**src/rtl/mem_bist.sv**
```systemverilog
// mem_bist: built-in self-test initiator for the 1 KiB byte-addressed mem block.
// Optional first-error log is enabled by defining MEM_BIST_ERRLOG_EN.
module mem_bist #(
  parameter int unsigned ADDR_W    = 10,
  parameter int unsigned MODV      = 1097,
  parameter logic [31:0] CONF_DATA = 32'hFFFF_FFFF
) (
  input  logic              clk,
  input  logic              reset,
  input  logic              start,
  output logic              write,
  output logic              read,
  output logic [ADDR_W-1:0] addr,
  output logic [31:0]       wrdata,
  input  logic [31:0]       rddata,
  output logic              busy,
  output logic              done,
  output logic              pass,
  output logic [ADDR_W:0]   err_count,
  output logic              zero_ok,
  output logic              conf_ok
`ifdef MEM_BIST_ERRLOG_EN
  ,
  output logic [ADDR_W-1:0] first_err_addr,
  output logic [7:0]        first_err_exp,
  output logic [7:0]        first_err_got,
  output logic              first_err_vld
`endif
);

  localparam int unsigned       ACC_W     = $clog2(MODV + 92);
  localparam logic [ADDR_W-1:0] LAST_WORD = {{(ADDR_W-2){1'b1}}, 2'b00};
  localparam logic [ADDR_W-1:0] LAST_BYTE = '1;

  typedef logic [ACC_W-1:0] acc_t;
  localparam acc_t MODV_A = acc_t'(MODV);

  typedef enum logic [2:0] {
    S_IDLE,
    S_WRITE,
    S_READ,
    S_ZERO,
    S_CONF,
    S_DONE
  } state_e;

  // Per-lane step 4*M[k]; the accumulator walks one lane in strides of four bytes.
  function automatic acc_t lane_inc(input logic [1:0] k);
    case (k)
      2'd0:    lane_inc = acc_t'(4 * 13);
      2'd1:    lane_inc = acc_t'(4 * 17);
      2'd2:    lane_inc = acc_t'(4 * 23);
      default: lane_inc = acc_t'(4 * 7);
    endcase
  endfunction

  function automatic acc_t lane_init(input logic [1:0] k);
    case (k)
      2'd0:    lane_init = acc_t'((13 * 0) % MODV);
      2'd1:    lane_init = acc_t'((17 * 1) % MODV);
      2'd2:    lane_init = acc_t'((23 * 2) % MODV);
      default: lane_init = acc_t'((7 * 3) % MODV);
    endcase
  endfunction

  function automatic acc_t acc_step(input acc_t a, input acc_t inc);
    acc_t s;
    s = a + inc;
    if (s >= MODV_A) begin
      s = s - MODV_A;
    end
    return s;
  endfunction

  state_e              state_q, state_d;
  logic [ADDR_W-1:0]   addr_q, addr_d;
  logic                write_q, write_d;
  logic                read_q, read_d;
  logic [31:0]         wrdata_q, wrdata_d;
  logic                busy_q, busy_d;
  logic                done_q, done_d;
  logic                pass_q, pass_d;
  logic [ADDR_W:0]     err_q, err_d;
  logic                zero_ok_q, zero_ok_d;
  logic                conf_ok_q, conf_ok_d;
  acc_t                acc_q [4];
  acc_t                acc_d [4];

  logic [1:0]          lane;
  logic [7:0]          exp_byte;
  logic                mismatch;

`ifdef MEM_BIST_ERRLOG_EN
  logic [ADDR_W-1:0]   fe_addr_q, fe_addr_d;
  logic [7:0]          fe_exp_q, fe_exp_d;
  logic [7:0]          fe_got_q, fe_got_d;
  logic                fe_vld_q, fe_vld_d;
`endif

  always_ff @(posedge clk or posedge reset) begin
    if (reset) begin
      state_q <= S_IDLE;
    end else begin
      state_q <= state_d;
    end
  end

  always_ff @(posedge clk or posedge reset) begin
    if (reset) begin
      addr_q    <= '0;
      write_q   <= 1'b0;
      read_q    <= 1'b0;
      wrdata_q  <= '0;
      busy_q    <= 1'b0;
      done_q    <= 1'b0;
      pass_q    <= 1'b0;
      err_q     <= '0;
      zero_ok_q <= 1'b0;
      conf_ok_q <= 1'b0;
      for (int unsigned k = 0; k < 4; k++) begin
        acc_q[k] <= '0;
      end
`ifdef MEM_BIST_ERRLOG_EN
      fe_addr_q <= '0;
      fe_exp_q  <= '0;
      fe_got_q  <= '0;
      fe_vld_q  <= 1'b0;
`endif
    end else begin
      addr_q    <= addr_d;
      write_q   <= write_d;
      read_q    <= read_d;
      wrdata_q  <= wrdata_d;
      busy_q    <= busy_d;
      done_q    <= done_d;
      pass_q    <= pass_d;
      err_q     <= err_d;
      zero_ok_q <= zero_ok_d;
      conf_ok_q <= conf_ok_d;
      for (int unsigned k = 0; k < 4; k++) begin
        acc_q[k] <= acc_d[k];
      end
`ifdef MEM_BIST_ERRLOG_EN
      fe_addr_q <= fe_addr_d;
      fe_exp_q  <= fe_exp_d;
      fe_got_q  <= fe_got_d;
      fe_vld_q  <= fe_vld_d;
`endif
    end
  end

  // Outputs are registered one cycle ahead: each *_d reflects the next cycle's bus state.
  always_comb begin
    state_d   = state_q;
    addr_d    = addr_q;
    write_d   = 1'b0;
    read_d    = 1'b0;
    wrdata_d  = '0;
    busy_d    = busy_q;
    done_d    = done_q;
    pass_d    = pass_q;
    err_d     = err_q;
    zero_ok_d = zero_ok_q;
    conf_ok_d = conf_ok_q;
    for (int unsigned k = 0; k < 4; k++) begin
      acc_d[k] = acc_q[k];
    end
    lane     = addr_q[1:0];
    exp_byte = acc_q[lane][7:0];
    mismatch = 1'b0;
`ifdef MEM_BIST_ERRLOG_EN
    fe_addr_d = fe_addr_q;
    fe_exp_d  = fe_exp_q;
    fe_got_d  = fe_got_q;
    fe_vld_d  = fe_vld_q;
`endif

    case (state_q)
      S_IDLE, S_DONE: begin
        if (start) begin
          state_d   = S_WRITE;
          addr_d    = '0;
          write_d   = 1'b1;
          busy_d    = 1'b1;
          done_d    = 1'b0;
          pass_d    = 1'b0;
          err_d     = '0;
          zero_ok_d = 1'b1;
          conf_ok_d = 1'b1;
          for (int unsigned k = 0; k < 4; k++) begin
            acc_d[k] = lane_init(2'(k));
          end
          wrdata_d = {acc_d[3][7:0], acc_d[2][7:0], acc_d[1][7:0], acc_d[0][7:0]};
`ifdef MEM_BIST_ERRLOG_EN
          fe_addr_d = '0;
          fe_exp_d  = '0;
          fe_got_d  = '0;
          fe_vld_d  = 1'b0;
`endif
        end
      end

      S_WRITE: begin
        if (addr_q == LAST_WORD) begin
          state_d = S_READ;
          addr_d  = '0;
          read_d  = 1'b1;
          for (int unsigned k = 0; k < 4; k++) begin
            acc_d[k] = lane_init(2'(k));
          end
        end else begin
          addr_d  = addr_q + ADDR_W'(4);
          write_d = 1'b1;
          for (int unsigned k = 0; k < 4; k++) begin
            acc_d[k] = acc_step(acc_q[k], lane_inc(2'(k)));
          end
          wrdata_d = {acc_d[3][7:0], acc_d[2][7:0], acc_d[1][7:0], acc_d[0][7:0]};
        end
      end

      S_READ: begin
        mismatch    = (rddata[7:0] != exp_byte);
        acc_d[lane] = acc_step(acc_q[lane], lane_inc(lane));
        if (mismatch && (err_q != '1)) begin
          err_d = err_q + 1'b1;
        end
`ifdef MEM_BIST_ERRLOG_EN
        if (mismatch && !fe_vld_q) begin
          fe_addr_d = addr_q;
          fe_exp_d  = exp_byte;
          fe_got_d  = rddata[7:0];
          fe_vld_d  = 1'b1;
        end
`endif
        if (addr_q == LAST_BYTE) begin
          state_d = S_ZERO;
          addr_d  = '0;
        end else begin
          addr_d = addr_q + 1'b1;
          read_d = 1'b1;
        end
      end

      S_ZERO: begin
        if (rddata != '0) begin
          zero_ok_d = 1'b0;
        end
        if (addr_q == LAST_BYTE) begin
          state_d  = S_CONF;
          addr_d   = '0;
          read_d   = 1'b1;
          write_d  = 1'b1;
          wrdata_d = CONF_DATA;
        end else begin
          addr_d = addr_q + 1'b1;
        end
      end

      S_CONF: begin
        if (rddata != '0) begin
          conf_ok_d = 1'b0;
        end
        if (addr_q == LAST_BYTE) begin
          state_d = S_DONE;
          addr_d  = '0;
          busy_d  = 1'b0;
          done_d  = 1'b1;
          pass_d  = (err_q == '0) & zero_ok_q & conf_ok_d;
        end else begin
          addr_d   = addr_q + 1'b1;
          read_d   = 1'b1;
          write_d  = 1'b1;
          wrdata_d = CONF_DATA;
        end
      end

      default: begin
        state_d = S_IDLE;
      end
    endcase
  end

  assign write     = write_q;
  assign read      = read_q;
  assign addr      = addr_q;
  assign wrdata    = wrdata_q;
  assign busy      = busy_q;
  assign done      = done_q;
  assign pass      = pass_q;
  assign err_count = err_q;
  assign zero_ok   = zero_ok_q;
  assign conf_ok   = conf_ok_q;
`ifdef MEM_BIST_ERRLOG_EN
  assign first_err_addr = fe_addr_q;
  assign first_err_exp  = fe_exp_q;
  assign first_err_got  = fe_got_q;
  assign first_err_vld  = fe_vld_q;
`endif

endmodule

```
**config.mk**
```make
export PLATFORM = sky130hd
export DESIGN_NAME = mem_bist
export DESIGN_NICKNAME = d
export VERILOG_FILES = /design/src/rtl/mem_bist.sv
export SDC_FILE = /design/constraint.sdc
export NUM_CORES = 1
export LEC_CHECK = 0
export ABC_AREA = 1
export CELL_PAD_IN_SITES_DETAIL_PLACEMENT = 1
export CELL_PAD_IN_SITES_GLOBAL_PLACEMENT = 2
export CORE_ASPECT_RATIO = 1.4
export CORE_MARGIN = 4
export CORE_UTILIZATION = 29
export DETAILED_ROUTE_END_ITERATION = 16
export HOLD_SLACK_MARGIN = 0.15
export PLACE_DENSITY_LB_ADDON = 0.1
export RECOVER_POWER = 25
export SYNTH_ARGS = -nofsm -noshare
export SYNTH_HDL_FRONTEND = slang
export SYNTH_SLANG_ARGS = --single-unit
```
**constraint.sdc**
```tcl
create_clock -name clk -period 3.8 [get_ports clk]
set_input_delay 0.76 -clock clk [delete_from_list [all_inputs] [get_ports clk]]
set_output_delay 0.76 -clock clk [all_outputs]
set_load 0.03 [all_outputs]
```
# After elaboration in Yosys (flattened, before gate mapping)
# Index checks and enable logic that the tools add are counted.
[word_totals] reg_bits=107 inputBits=35 out_inout_bits=60 word_cells=140
[op_classes] addsub=13 magnitude_cmp=7 eq_ne=18 mux=63 bitwise_logic=3 reduce_logical=21
[op_table] op="two-way mux 11 bit" n=20
[op_table] op="case mux 44 bit (3 select lines)" n=1
[op_table] op="case mux 32 bit (4 select lines)" n=1
[op_table] op="two-way mux 32 bit" n=3
[op_table] op="two-way mux 44 bit" n=2
[op_table] op="adder 11 bit" n=5
[op_table] op=">= comparator 11 bit, second input constant" n=5
[op_table] op="subtractor 11 bit, second input constant" n=5
[op_table] op="bitwise mux 44 bit" n=1
[op_table] op="nonzero test 32 bit" n=1
[op_table] op="two-way mux 10 bit" n=3
[op_table] op="case mux 10 bit (3 select lines)" n=1
[op_table] op="two-way mux 29 bit" n=1
[op_table] op="binary-select mux 11 bit (select 2 bit)" n=1
[op_table] op="demux 11 bit (select 2 bit)" n=1
[op_table] op="case mux 11 bit (2 select lines)" n=1
[op_table] op="case mux 7 bit (3 select lines)" n=1
[op_table] op="== test 10 bit, second input constant" n=2
[op_table] op="two-way mux 3 bit" n=5
[op_table] op="case mux 3 bit (5 select lines)" n=1
[op_table] op="inequality test 2 bit, second input constant" n=7
[op_table] op="two-way mux 1 bit" n=13
[op_table] op="adder 11 x 1 -> 11 bit, second input constant" n=1
[op_table] op="logical NOT 11 bit" n=1
[op_table] op="other kinds (26)" n=42

# Depth between registers and ports, before layout
[depth] ltp_word=10 depth_mapped=26 ltp_nobuf=23

# Least setup slack after synthesis
# No wires, ideal clock.
[synth_timing] path_type="flip-flop to flip-flop" start="reg addr_q[0], in the netlist addr[0]" end="reg acc_q[39] (netlist bit)" setup_ps=132 t_arrival_ps=3512 required_time_ps=3668 slack_ps=156 path_stages_with_launch=26 n_path_buf=4 synth_period_minus_slack_ps=3644 path_cell_list="dfrtp_1 -> inv_2 -> buf_6 -> buf_2 -> ha_1 -> inv_1 -> clkbuf_1 -> nand2_1 -> fa_1 -> nand3_1 -> nand3_1 -> nand2_1 -> nand2_1 -> nand2_1 -> nand2_1 -> nand2_1 -> nand3_2 -> nor2_2 -> nand2_2 -> nand2_4 -> buf_6 -> nand2_1 -> o21ai_2 -> nand2_1 -> nand2_1 -> nand3_1"
[synth_between] elab_chain_len=10 elab_cells_between_ends=23 cone_classes="2 x add/sub; 3 x order compare; 3 x eq/ne; 12 x mux; 1 x bitwise; 2 x reduce/logical"
[synth_rtl] item="start: declaration" line_no="76" rtl="logic [ADDR_W-1:0] addr_q, addr_d;"
[synth_rtl] item="start signal: assignment" line_no="130" rtl="addr_q <= addr_d;"
[synth_rtl] item="NOT 2 -> 3 bit (implied by the code)" line_no="223" rtl="acc_d[lane] = acc_step(acc_q[lane], lane_inc(lane));"
[synth_rtl] item="binary-select mux 11 bit (select 2 bit)" line_no="223"
[synth_rtl] item="two-way mux 11 bit (implied by the code) (2 in a row)" line_no="223"
[synth_rtl] item="adder 11 bit" line_no="68" rtl="s = a + inc;"
[synth_rtl] item="subtractor 11 bit or >= comparator 11 bit (tied branches)" line_no="70, 69"
[synth_rtl] item="two-way mux 11 bit" line_no="69" rtl="if (s >= MODV_A) begin"
[synth_rtl] item="two-way mux 11 bit" line_no="178" rtl="case (state_q)"
[synth_rtl] item="bitwise mux 44 bit" line_no="223"
[synth_rtl] item="case mux 44 bit (3 select lines) (*)" line_no="178"
[synth_rtl] item="end signal: indexed assignment" line_no="141" rtl="acc_q[k] <= acc_d[k];"
[synth_rtl] item="end: declaration" line_no="86" rtl="acc_t acc_q [4];"
# Every way passes the cells marked *; elsewhere a longest branch is shown, timed or not. The select of a mux whose other input is x is not followed.
# A chain may end at the register's enable or synchronous reset.

# Worst setup path after layout
[layout_timing] start="reg addr_q[0], in the netlist addr[0]" end="reg acc_q[14] (netlist bit)"
# Same word-level chain as after synthesis.

==> metrics.log <==
INFO  metric cts_hold_buf = 0
INFO  metric io_buffer_count = 94
INFO  metric viasPerCell = 4.956
INFO  metric setup_viol = 0
INFO  metric drv_slew = 41
INFO  metric cell_family_contributing_the_most_delay_on_the_critical_path = simple AND/OR/NAND/NOR gates
INFO  metric std_cell_core_area = 27840 um^2
INFO  metric final_hold_slack = 0.4890 ns
INFO  metric wl_met2 = 16790 um
INFO  metric track_usage = 0.2118
INFO  metric worst-path-buf-inv = 2
INFO  metric cts_made_buffers = 9
INFO  metric synthDominantAreaCellType = sky130_fd_sc_hd__dfrtp_1
INFO  metric drtPass1Iterations = 4
INFO  metric final_cell_mix = sky130_fd_sc_hd__nand2_1 (390), sky130_fd_sc_hd__nand3_1 (139), sky130_fd_sc_hd__inv_1 (128), sky130_fd_sc_hd__dfrtp_1 (107), sky130_fd_sc_hd__clkdlybuf4s50_1 (93)
INFO  metric core.rowCount = 72
INFO  metric synthesis.area_per_instance = 6.656 um^2
INFO  metric fp.dieArea = 31290 um^2
INFO  metric highest_layer = met4
INFO  metric grt_remaining_overflow = 0
INFO  metric worstMarginPinSlew = 2.087 ns
INFO  metric dominantRegCellSynth = sky130_fd_sc_hd__dfrtp_1
INFO  metric drtIter0Drc = 291
INFO  metric detailroute.via_count = 8464
INFO  metric setup.reg_to_reg.worst_slack = 0.31 ns
INFO  metric layout.nets = 1403
INFO  metric cts.path.max_buffers = 2
INFO  metric fillCellCount = 3493
INFO  metric highest_delay_cell_along_the_critical_path = sky130_fd_sc_hd__dfrtp_1
INFO  metric drt_drc_violations_left = 0
INFO  metric place.gp.congestion = 0.8556
INFO  metric drtAntennaViolNets = 0
INFO  metric yosysSeqAreaShare = 0.3241
INFO  metric syn_nets = 1311
INFO  metric clk_pin_slew_worst_paths = 0.08 ns
INFO  metric post_route_m1_wl = 14300 um
INFO  metric ys_seq_elements = 107
INFO  metric wire_length_of_the_first_global_routing_pass = 51490 um
INFO  metric die-height = 207.7 um
INFO  metric cp_max_fo = 29
INFO  metric path_class = reg2reg
INFO  metric layout_worst_path_cycle_share = 0.9189
INFO  metric syn2layout_area_growth = 21.80%
INFO  metric worstSetupEndpointType = flop
INFO  metric post_synthesis_async_set_or_reset_flop_share = 1.000
INFO  metric period_needed = 3.492 ns
INFO  metric synth_cells = 1241
INFO  metric ys_top_cells_by_area = sky130_fd_sc_hd__dfrtp_1 (32%), sky130_fd_sc_hd__nand2_1 (18%), sky130_fd_sc_hd__nand3_1 (8.4%), sky130_fd_sc_hd__inv_1 (5.9%), sky130_fd_sc_hd__ha_1 (5.1%)
INFO  metric die-width = 150.6 um
INFO  metric max_freq = 0.2864 GHz
INFO  metric max_cap_violations = 1
INFO  metric syn_area = 8260 um^2
INFO  metric critical_path_required = 4.06 ns
INFO  metric startpoint_type = flop
INFO  metric path_cells = buf_12 -> a21oi_1 -> o21ai_0 -> nand2_1 -> inv_1 -> ha_1 -> nand3_1 -> nand3_1 -> nand2_1 -> nand2_1 -> nand3_1 -> nand2_1 -> nand3_2 -> nor2_2 -> nand2_2 -> nand2_8 -> nand2_1 -> nand2_2 -> nand2_1 -> nand2_1 -> a21oi_1
INFO  metric mostFrequentLayoutCell = sky130_fd_sc_hd__nand2_1
INFO  metric design.portCount = 95
INFO  metric hold_path_class = reg2reg
INFO  metric tritoncts = yes
INFO  metric slew_headroom = -0.3988
INFO  metric synth_edf_count = 0
INFO  metric number_of_global_route_vias_before_repair = 9017
INFO  metric dp.final_hpwl = 25160 um
INFO  metric wl_met3 = 845 um
INFO  metric proportion_of_layout_cells_with_a_drive_suffix_above_1 = 0.07025
INFO  metric placed_cells = 1691
INFO  metric finalNonFillerCells = 1708
INFO  metric wl_per_cell = 19.13 um
INFO  metric synth.lib_cells_used.distinct = 41
INFO  metric pre_cts_slack = 0.2925 ns
INFO  metric critical-path-max-stage-delay = 0.47 ns
INFO  metric finalWirelength = 32680 um
INFO  metric violations_in_the_final_reports = max-capacitance violations, max-slew violations
INFO  metric yosysWarningCount = 0
INFO  metric grt_max_degree = 57
INFO  metric initial_antenna_violation_count = 1
INFO  metric starting_density_of_the_core = 0.2967
INFO  metric cts_sinks = 107
INFO  metric antennaDiodeCount = 0
INFO  metric cts_max_level = 3
INFO  metric worst_slack = 0.3080 ns
INFO  metric final.setup_skew = 0.01016 ns
INFO  metric crit_top_cell = sky130_fd_sc_hd__nand2_1
INFO  metric fin_tns_setup = 0 ns
INFO  metric timing_hold_violations_final = 0
INFO  metric outcome = finished, violations left
INFO  metric worst-endpoint-arrival = 3.75 ns
INFO  metric clk_latency = 0.37 ns
INFO  metric yosysTopAreaCellShare = 0.3241
INFO  metric clockRootBuffer = sky130_fd_sc_hd__clkbuf_16
-- timing repair --
action	4_1_cts	5_1_grt
gates resized for setup	0	4
setup buffers	0	1
endpoints found under the setup margin	0	26
-- path summary, 6_finish.rpt --
kind,startpoint,to,cells past startpoint
worst max-delay path,addr[0],acc_q[14],21
worst min-delay path,busy,busy,2
worst max register to register,addr[0],acc_q[14],21
worst min register to register,busy,busy,2
max in group asynchronous,reset,state_q[1],3
min in group asynchronous,reset,err_count[3],2
-- Yosys cell counts, drive strengths merged, types with 5 or more instances --
library cell / n
o21ai: 61
nand4: 19
o211ai: 12
a21oi: 80
ha: 34
clkbuf: 24
dfrtp: 107
inv: 140
nor3: 15
xnor2: 10
o221ai: 5
nand2: 411
nand3b: 6
buf: 15
nor4: 10
nor2: 86
nand3: 142
xor2: 46
-- final cells by class --
class | count | area [um^2] | share of cell area
clock inverters | 7 | 92.59 | 0.009203
inverters | 142 | 534.3 | 0.05310
multi-input cells | 953 | 4907 | 0.4878
clock buffers | 9 | 225.2 | 0.02239
repair buffers | 120 | 1161 | 0.1154
flip-flops and latches | 107 | 2678 | 0.2661
well taps | 370 | 462.9 | 0.04601
-- per-layer routing --
| layer | track usage | vias to the layer above |
|---|---|---|
| li1 | - | 4203 |
| met1 | 0.2703 | 4114 |
| met2 | 0.3754 | 117 |
| met3 | 0.02184 | 30 |
| met4 | 0.05976 | 0 |
| met5 | 0 | - |
-- cells by family (layout without fill, tap and decap cells) --
family,after synthesis,after routing,share of synthesized area
AOI/OAI and AO/OA,168,168,0.1133
xor gates and xnor gates,56,56,0.05938
adders and majority gates,35,35,0.05392
buffers and inverters,181,278,0.08679
DFF,107,107,0.3241
and+or+nand+nor,694,694,0.3625
-- registers in the layout (all words and copies together), names as in the netlist --
name / flops
write: 1
state_q: 3
done: 1
addr: 10
zero_ok: 1
err_count: 11
conf_ok: 1
busy: 1
wrdata: 32
read: 1
pass: 1
acc_q: 44
-- stage by stage --
step / utilization / area (um^2)
6_report: 0.3614 / 10060
5_1_grt: 0.3614 / 10060
4_1_cts: 0.3603 / 10030
3_5_place_dp: 0.3488 / 9711
3_3_place_gp: 0.3488 / 9711
2_1_floorplan: - / 8260
-- worst register-to-register path, delay by kind of cell (launching register included) --
kind            cells  cell delay [ns]
simple gates       15             1.92
flops               1             0.47
fa+ha+maj           1             0.37
compound gates      3             0.36
buf+inv             2             0.27
Power is left out: the tool's default activity adds up to more than one toggle a clock period on the data nets, which glitch-free logic cannot reach.
